--- src/rtl/branch_resolve.sv ---
// ---------------------------------------------------------------------------
// types_pkg
//   Shared datapath types. result_t is the relation reported by the
//   comparator for the two EX operands. UNKNOWN covers operands the
//   comparator could not resolve, for example on a forwarding hazard.
// ---------------------------------------------------------------------------
package types_pkg;
    typedef enum logic [1:0] {
        LESS    = 2'b00,
        GREATER = 2'b01,
        EQUAL   = 2'b10,
        UNKNOWN = 2'b11
    } result_t;
endpackage

// ---------------------------------------------------------------------------
// branch_resolve
//   Execute-stage branch resolution. This module decides taken or not-taken
//   from the branch condition and the comparator result. For a taken branch
//   it issues a registered one-cycle PC redirect, then holds a flush of the
//   younger stages for FLUSH_CYCLES unstalled cycles. It also keeps a
//   saturating count of taken branches for debug.
//
// Ports
//   clk            core clock, rising edge
//   rst_n          asynchronous active-low reset
//   stall          pipeline hold: blocks evaluation, freezes flush countdown
//   br_valid       EX holds a branch or jump
//   br_cond        00 BLT, 01 BGT, 10 BEQ, 11 JMP
//   cmp_result     comparator relation for the EX operands
//   pc_ex          PC of the EX instruction
//   offset         two's complement branch offset
//   redirect_valid one-cycle pulse: fetch loads redirect_pc
//   redirect_pc    branch target; holds its value between redirects
//   flush          squash IF/ID
//   busy           FSM is in FLUSH
//   cmp_err        one-cycle pulse: conditional branch saw UNKNOWN
//   taken_count    saturating taken-branch counter
// ---------------------------------------------------------------------------
module branch_resolve
    import types_pkg::*;
#(
    parameter int PC_W         = 16,
    parameter int FLUSH_CYCLES = 2
) (
    input  logic            clk,
    input  logic            rst_n,
    input  logic            stall,
    input  logic            br_valid,
    input  logic [1:0]      br_cond,
    input  result_t         cmp_result,
    input  logic [PC_W-1:0] pc_ex,
    input  logic [PC_W-1:0] offset,
    output logic            redirect_valid,
    output logic [PC_W-1:0] redirect_pc,
    output logic            flush,
    output logic            busy,
    output logic            cmp_err,
    output logic [15:0]     taken_count
);

    localparam logic [1:0] COND_BLT = 2'b00;
    localparam logic [1:0] COND_BGT = 2'b01;
    localparam logic [1:0] COND_BEQ = 2'b10;
    localparam logic [1:0] COND_JMP = 2'b11;

    localparam logic [2:0] FLUSH_LOAD = 3'(FLUSH_CYCLES);

    typedef enum logic {
        IDLE  = 1'b0,
        FLUSH = 1'b1
    } state_t;

    state_t          state_q;
    logic [2:0]      cnt_q;
    logic            redirect_valid_q;
    logic [PC_W-1:0] redirect_pc_q;
    logic            cmp_err_q;
    logic [15:0]     taken_count_q;

    logic            eval_d;
    logic            taken_d;
    logic            unknown_d;
    logic [PC_W-1:0] target_d;

    // Branches that arrive during FLUSH are squashed instructions.
    // They never qualify as an eval.
    assign eval_d = (state_q == IDLE) && br_valid && !stall;

    // UNKNOWN matches none of the relations, so a conditional branch that
    // sees it falls through as not taken.
    always_comb begin
        taken_d   = 1'b0;
        unknown_d = 1'b0;
        unique case (br_cond)
            COND_BLT: taken_d = (cmp_result == LESS);
            COND_BGT: taken_d = (cmp_result == GREATER);
            COND_BEQ: taken_d = (cmp_result == EQUAL);
            COND_JMP: taken_d = 1'b1;
            default:  taken_d = 1'b0;
        endcase
        unknown_d = (br_cond != COND_JMP) && (cmp_result == UNKNOWN);
    end

    // Target wraps modulo 2^PC_W.
    assign target_d = pc_ex + offset;

    always_ff @(posedge clk or negedge rst_n) begin
        if (!rst_n) begin
            state_q          <= IDLE;
            cnt_q            <= '0;
            redirect_valid_q <= 1'b0;
            redirect_pc_q    <= '0;
            cmp_err_q        <= 1'b0;
            taken_count_q    <= '0;
        end else begin
            // These pulses are not qualified by stall. A redirect lasts
            // exactly one cycle even if stall rises right after the eval.
            redirect_valid_q <= eval_d && taken_d;
            cmp_err_q        <= eval_d && unknown_d;

            unique case (state_q)
                IDLE: begin
                    if (eval_d && taken_d) begin
                        redirect_pc_q <= target_d;
                        state_q       <= FLUSH;
                        cnt_q         <= FLUSH_LOAD;
                        if (taken_count_q != 16'hFFFF) begin
                            taken_count_q <= taken_count_q + 16'd1;
                        end
                    end
                end
                FLUSH: begin
                    if (!stall) begin
                        if (cnt_q <= 3'd1) begin
                            cnt_q   <= '0;
                            state_q <= IDLE;
                        end else begin
                            cnt_q <= cnt_q - 3'd1;
                        end
                    end
                end
                default: begin
                    state_q <= IDLE;
                    cnt_q   <= '0;
                end
            endcase
        end
    end

    assign redirect_valid = redirect_valid_q;
    assign redirect_pc    = redirect_pc_q;
    assign busy           = (state_q == FLUSH);
    assign flush          = (state_q == FLUSH);
    assign cmp_err        = cmp_err_q;
    assign taken_count    = taken_count_q;

endmodule
--- config.mk ---
export PLATFORM = sky130hd
export DESIGN_NAME = branch_resolve
export DESIGN_NICKNAME = d
export VERILOG_FILES = /design/src/rtl/branch_resolve.sv
export SDC_FILE = /design/constraint.sdc
export NUM_CORES = 1
export LEC_CHECK = 0
export ABC_AREA = 1
export CORE_ASPECT_RATIO = 0.7
export CORE_MARGIN = 10
export CORE_UTILIZATION = 54
export CTS_BUF_LIST = sky130_fd_sc_hd__clkbuf_8
export CTS_CLUSTER_SIZE = 20
export DETAILED_ROUTE_END_ITERATION = 10
export PLACE_DENSITY = 0.88
export SYNTH_ARGS = -nofsm -noshare
export SYNTH_HDL_FRONTEND = slang
export SYNTH_SLANG_ARGS = --single-unit
--- constraint.sdc ---
create_clock -name clk -period 2.8 [get_ports clk]
set_input_delay 0.28 -clock clk [delete_from_list [all_inputs] [get_ports clk]]
set_output_delay 0.28 -clock clk [all_outputs]
set_load 0.01 [all_outputs]
==> flow_metrics.env <==
export IMPL_final_max_slew_violation_count=0
export IMPL_synth_common_cells="nand2_1 (175), inv_1 (53), dfrtp_1 (38), nor2_1 (28), nand3_1 (25)"
export IMPL_ys_seq_area_share_pct=34.00
export IMPL_synth_largest_area_cell="dfrtp_1"
export IMPL_finalCriticalPeriod_ps=1924
export IMPL_cts_resized=0
export IMPL_stdcell_count=559
export IMPL_critPathMaxFanout=24
export IMPL_cts_buffers=5
export IMPL_maxCapViolCount=0
export IMPL_grt_pass1_vias=2630
export IMPL_drive_gt1_share_pct=3.878
export IMPL_pwr_density_cell_nw_per_um2=607.5
export IMPL_p_seq_share_pct=38.6
export IMPL_routabilityCongestion=0.9229
export IMPL_antenna_found_initial=0
export IMPL_start_util_pct=57.22
export IMPL_r2r_cells=10
export IMPL_vias=2802
export IMPL_startpoint_type="primary input"
export IMPL_area_growth_pct=31.68
export IMPL_tns_ps=0
export IMPL_clkSlewWorstSetupHoldPaths_ps=80
export IMPL_clockRootBuffer="clkbuf_8"
export IMPL_ys_flop_type="dfrtp_1"
export IMPL_remaining_drc_errors=0
export IMPL_worstMarginPinSlew_ps=834.5
export IMPL_rrSetupSlack_ps=880
export IMPL_firstDrtPassIters=5
export IMPL_wl_um=7440
export IMPL_rows=21
export IMPL_power_switching_share_pct=36.87
export IMPL_core_um2=4887
export IMPL_cts_buffer_depth=2
export IMPL_ant_nets=0
export IMPL_postLayoutCoreUtil_pct=75.35
export IMPL_switchingPower_uw=824.8
export IMPL_slew_limit_headroom_pct=44.37
export IMPL_setup_viol=0
export IMPL_outcome="finished, final reports clean"
export IMPL_syn_cell_area_um2=2796
export IMPL_hp_class="in2async"
export IMPL_pwr_share_comb_pct=43.7
export IMPL_numPortBuffers=75
export IMPL_insertion_delay_ps=300
export IMPL_h_tree_depth=2
export IMPL_dieWidth_um=106.0
export IMPL_clock_sinks=38
export IMPL_diodes=0
export IMPL_synth_top_cells_by_area="dfrtp_1 (34%), nand2_1 (23%), ha_1 (8.9%)"
export IMPL_fin_crit_sh_pct=68.70
export IMPL_rsz0062_at_grt="false"
export IMPL_dp_cells=551
export IMPL_wl_per_cell_um=13.31
export IMPL_clock_skew_final_ps=7.130
export IMPL_grt_overflow_total=0
export IMPL_synth_nets=473
export IMPL_peakVddDrop_uv=515.3
export IMPL_synth_cell_type_count=26
export IMPL_yosys_area_top_type_share_pct=34.00
export IMPL_cts_setup_buffers=0
export IMPL_drtIter0Drc=204
export IMPL_p_int_uw=1412
export IMPL_synthArstFlopShare_pct=100.0
export IMPL_cp_required_ps=2970
export IMPL_final_hold_violation_count=0
export IMPL_via_per_inst=5.013
export IMPL_clock_power_share_pct=17.7
export IMPL_dp_hpwl_um=6051
export IMPL_avgSynthCellArea_um2=6.787
export IMPL_ys_warn_count=0
export IMPL_multi_input_area_um2=1587
export IMPL_die_y_um=80.21
export IMPL_track_usage_pct=17.56
export IMPL_setup_slack_ps=876.5
export IMPL_ios=76
export IMPL_criticalPathCategory="in2reg"
export IMPL_timing_rr_end="taken_count[8]"
export IMPL_cts_tree="yes"
export IMPL_post_synth_top_count_cell="nand2_1"
export IMPL_ys_ff_latch=38
export IMPL_synth_edf_count=0
export IMPL_fill_cells=414
export IMPL_die_area_um2=8503
export IMPL_max_freq_ghz=0.5199
export IMPL_grt_pass1_wl_um=12490
export IMPL_cp_end_kind="flip-flop"
export IMPL_fin_nets=550
export IMPL_pre_cts_slack_ps=586.5
export IMPL_power_leakage_uw=0.001878
export IMPL_synthCells=412
export IMPL_reg2reg_from="taken_count[0]"
export IMPL_cts_hold_buffers=0
export IMPL_cp_data_arrival_time_ps=2100
export IMPL_seqCellArea_um2=950.9
export IMPL_grt_start_max_net_pins=39
[critical path: stages]
cell and delay [ps]:
clkdlybuf4s50_1 480, inv_1 60, ha_1 210, or2_1 210
nand4_1 70, nand2_1 50, nand2_1 90, buf_4 260
nand2_1 180, nand4_1 120, nand2_1 80
[registers in the layout, summed over array words and instances (netlist names)]
| name | cells |
|---|---|
| redirect_pc | 16 |
| taken_count | 16 |
| cnt_q | 3 |
| busy | 1 |
| cmp_err | 1 |
| redirect_valid | 1 |
[layout by cell type, fill, tap and decap left out, drive strengths merged, types with 8 or more instances in the layout]
master	count
nand3	25
inv	54
xor2	8
ha	20
dfrtp	38
nor2	28
nand2	178
o21ai	12
clkdlybuf4s50	74
xnor2	12
[power by group through the flow]
stage          Combinational [uW]  Clock [uW]  Sequential [uW]
4_1_cts                       991         404              861
6_report                      976         397              864
3_3_place_gp                  947           0              861
5_1_grt                      1100         428              885
3_5_place_dp                  982           0              866
2_1_floorplan                 428           0              910
[layer usage]
layer	wire [um]	track usage (%)	vias to the layer above
met5	0	0	-
met1	3568	23.63	1273
met2	3274	27.71	95
met4	68	3.639	0
li1	-	-	1423
met3	528	4.705	11
[per-stage QoR]
| stage | power [uW] | hold WS, ps | area [um2] |
|---|---|---|---|
| after global placement | 1808 | 428.8 | 3587 |
| after CTS | 2256 | 107.5 | 3682 |
| after floorplan | 1338 | -15.59 | 2796 |
| final | 2237 | 74.40 | 3682 |
| after global routing | 2414 | 149.3 | 3682 |
| after detailed placement | 1848 | 427.0 | 3587 |
[worst max path at each step]
| stage | to | startpoint | slack [ps] | cells past startpoint |
|---|---|---|---|---|
| after floorplan | taken_count[4] | taken_count[0] | 1130 | 11 |
| after global placement | cnt_q[1] | br_cond[0] | 700 | 11 |
| after detailed placement | cnt_q[2] | br_cond[0] | 590 | 11 |
| after CTS | cnt_q[2] | br_cond[0] | 870 | 11 |
| after global routing | taken_count[9] | taken_count[0] | 660 | 10 |
| final | cnt_q[2] | br_cond[0] | 880 | 11 |
[logic make-up (layout without fill, tap and decap cells)]
family,count (synthesis),after routing,share of synthesized area [%]
XOR/XNOR,20,20,6.264
AO/OA/AOI/OAI,20,20,3.669
adder cells (fa/ha/maj),21,21,9.664
flip-flops,38,38,34.00
buffers and inverters,61,139,9.262
AND/OR/NAND/NOR,252,252,37.14
[layout make-up]
| type | count | share of cell area (%) |
|---|---|---|
| inverters | 54 | 5.505 |
| flip-flops and latches | 38 | 25.82 |
| multi-input cells | 313 | 43.09 |
| well taps | 69 | 2.345 |
| clock buffers | 6 | 2.243 |
| clock inverters | 2 | 0.3398 |
| repair buffers | 77 | 20.66 |
Power figures use the tool's default switching activity.
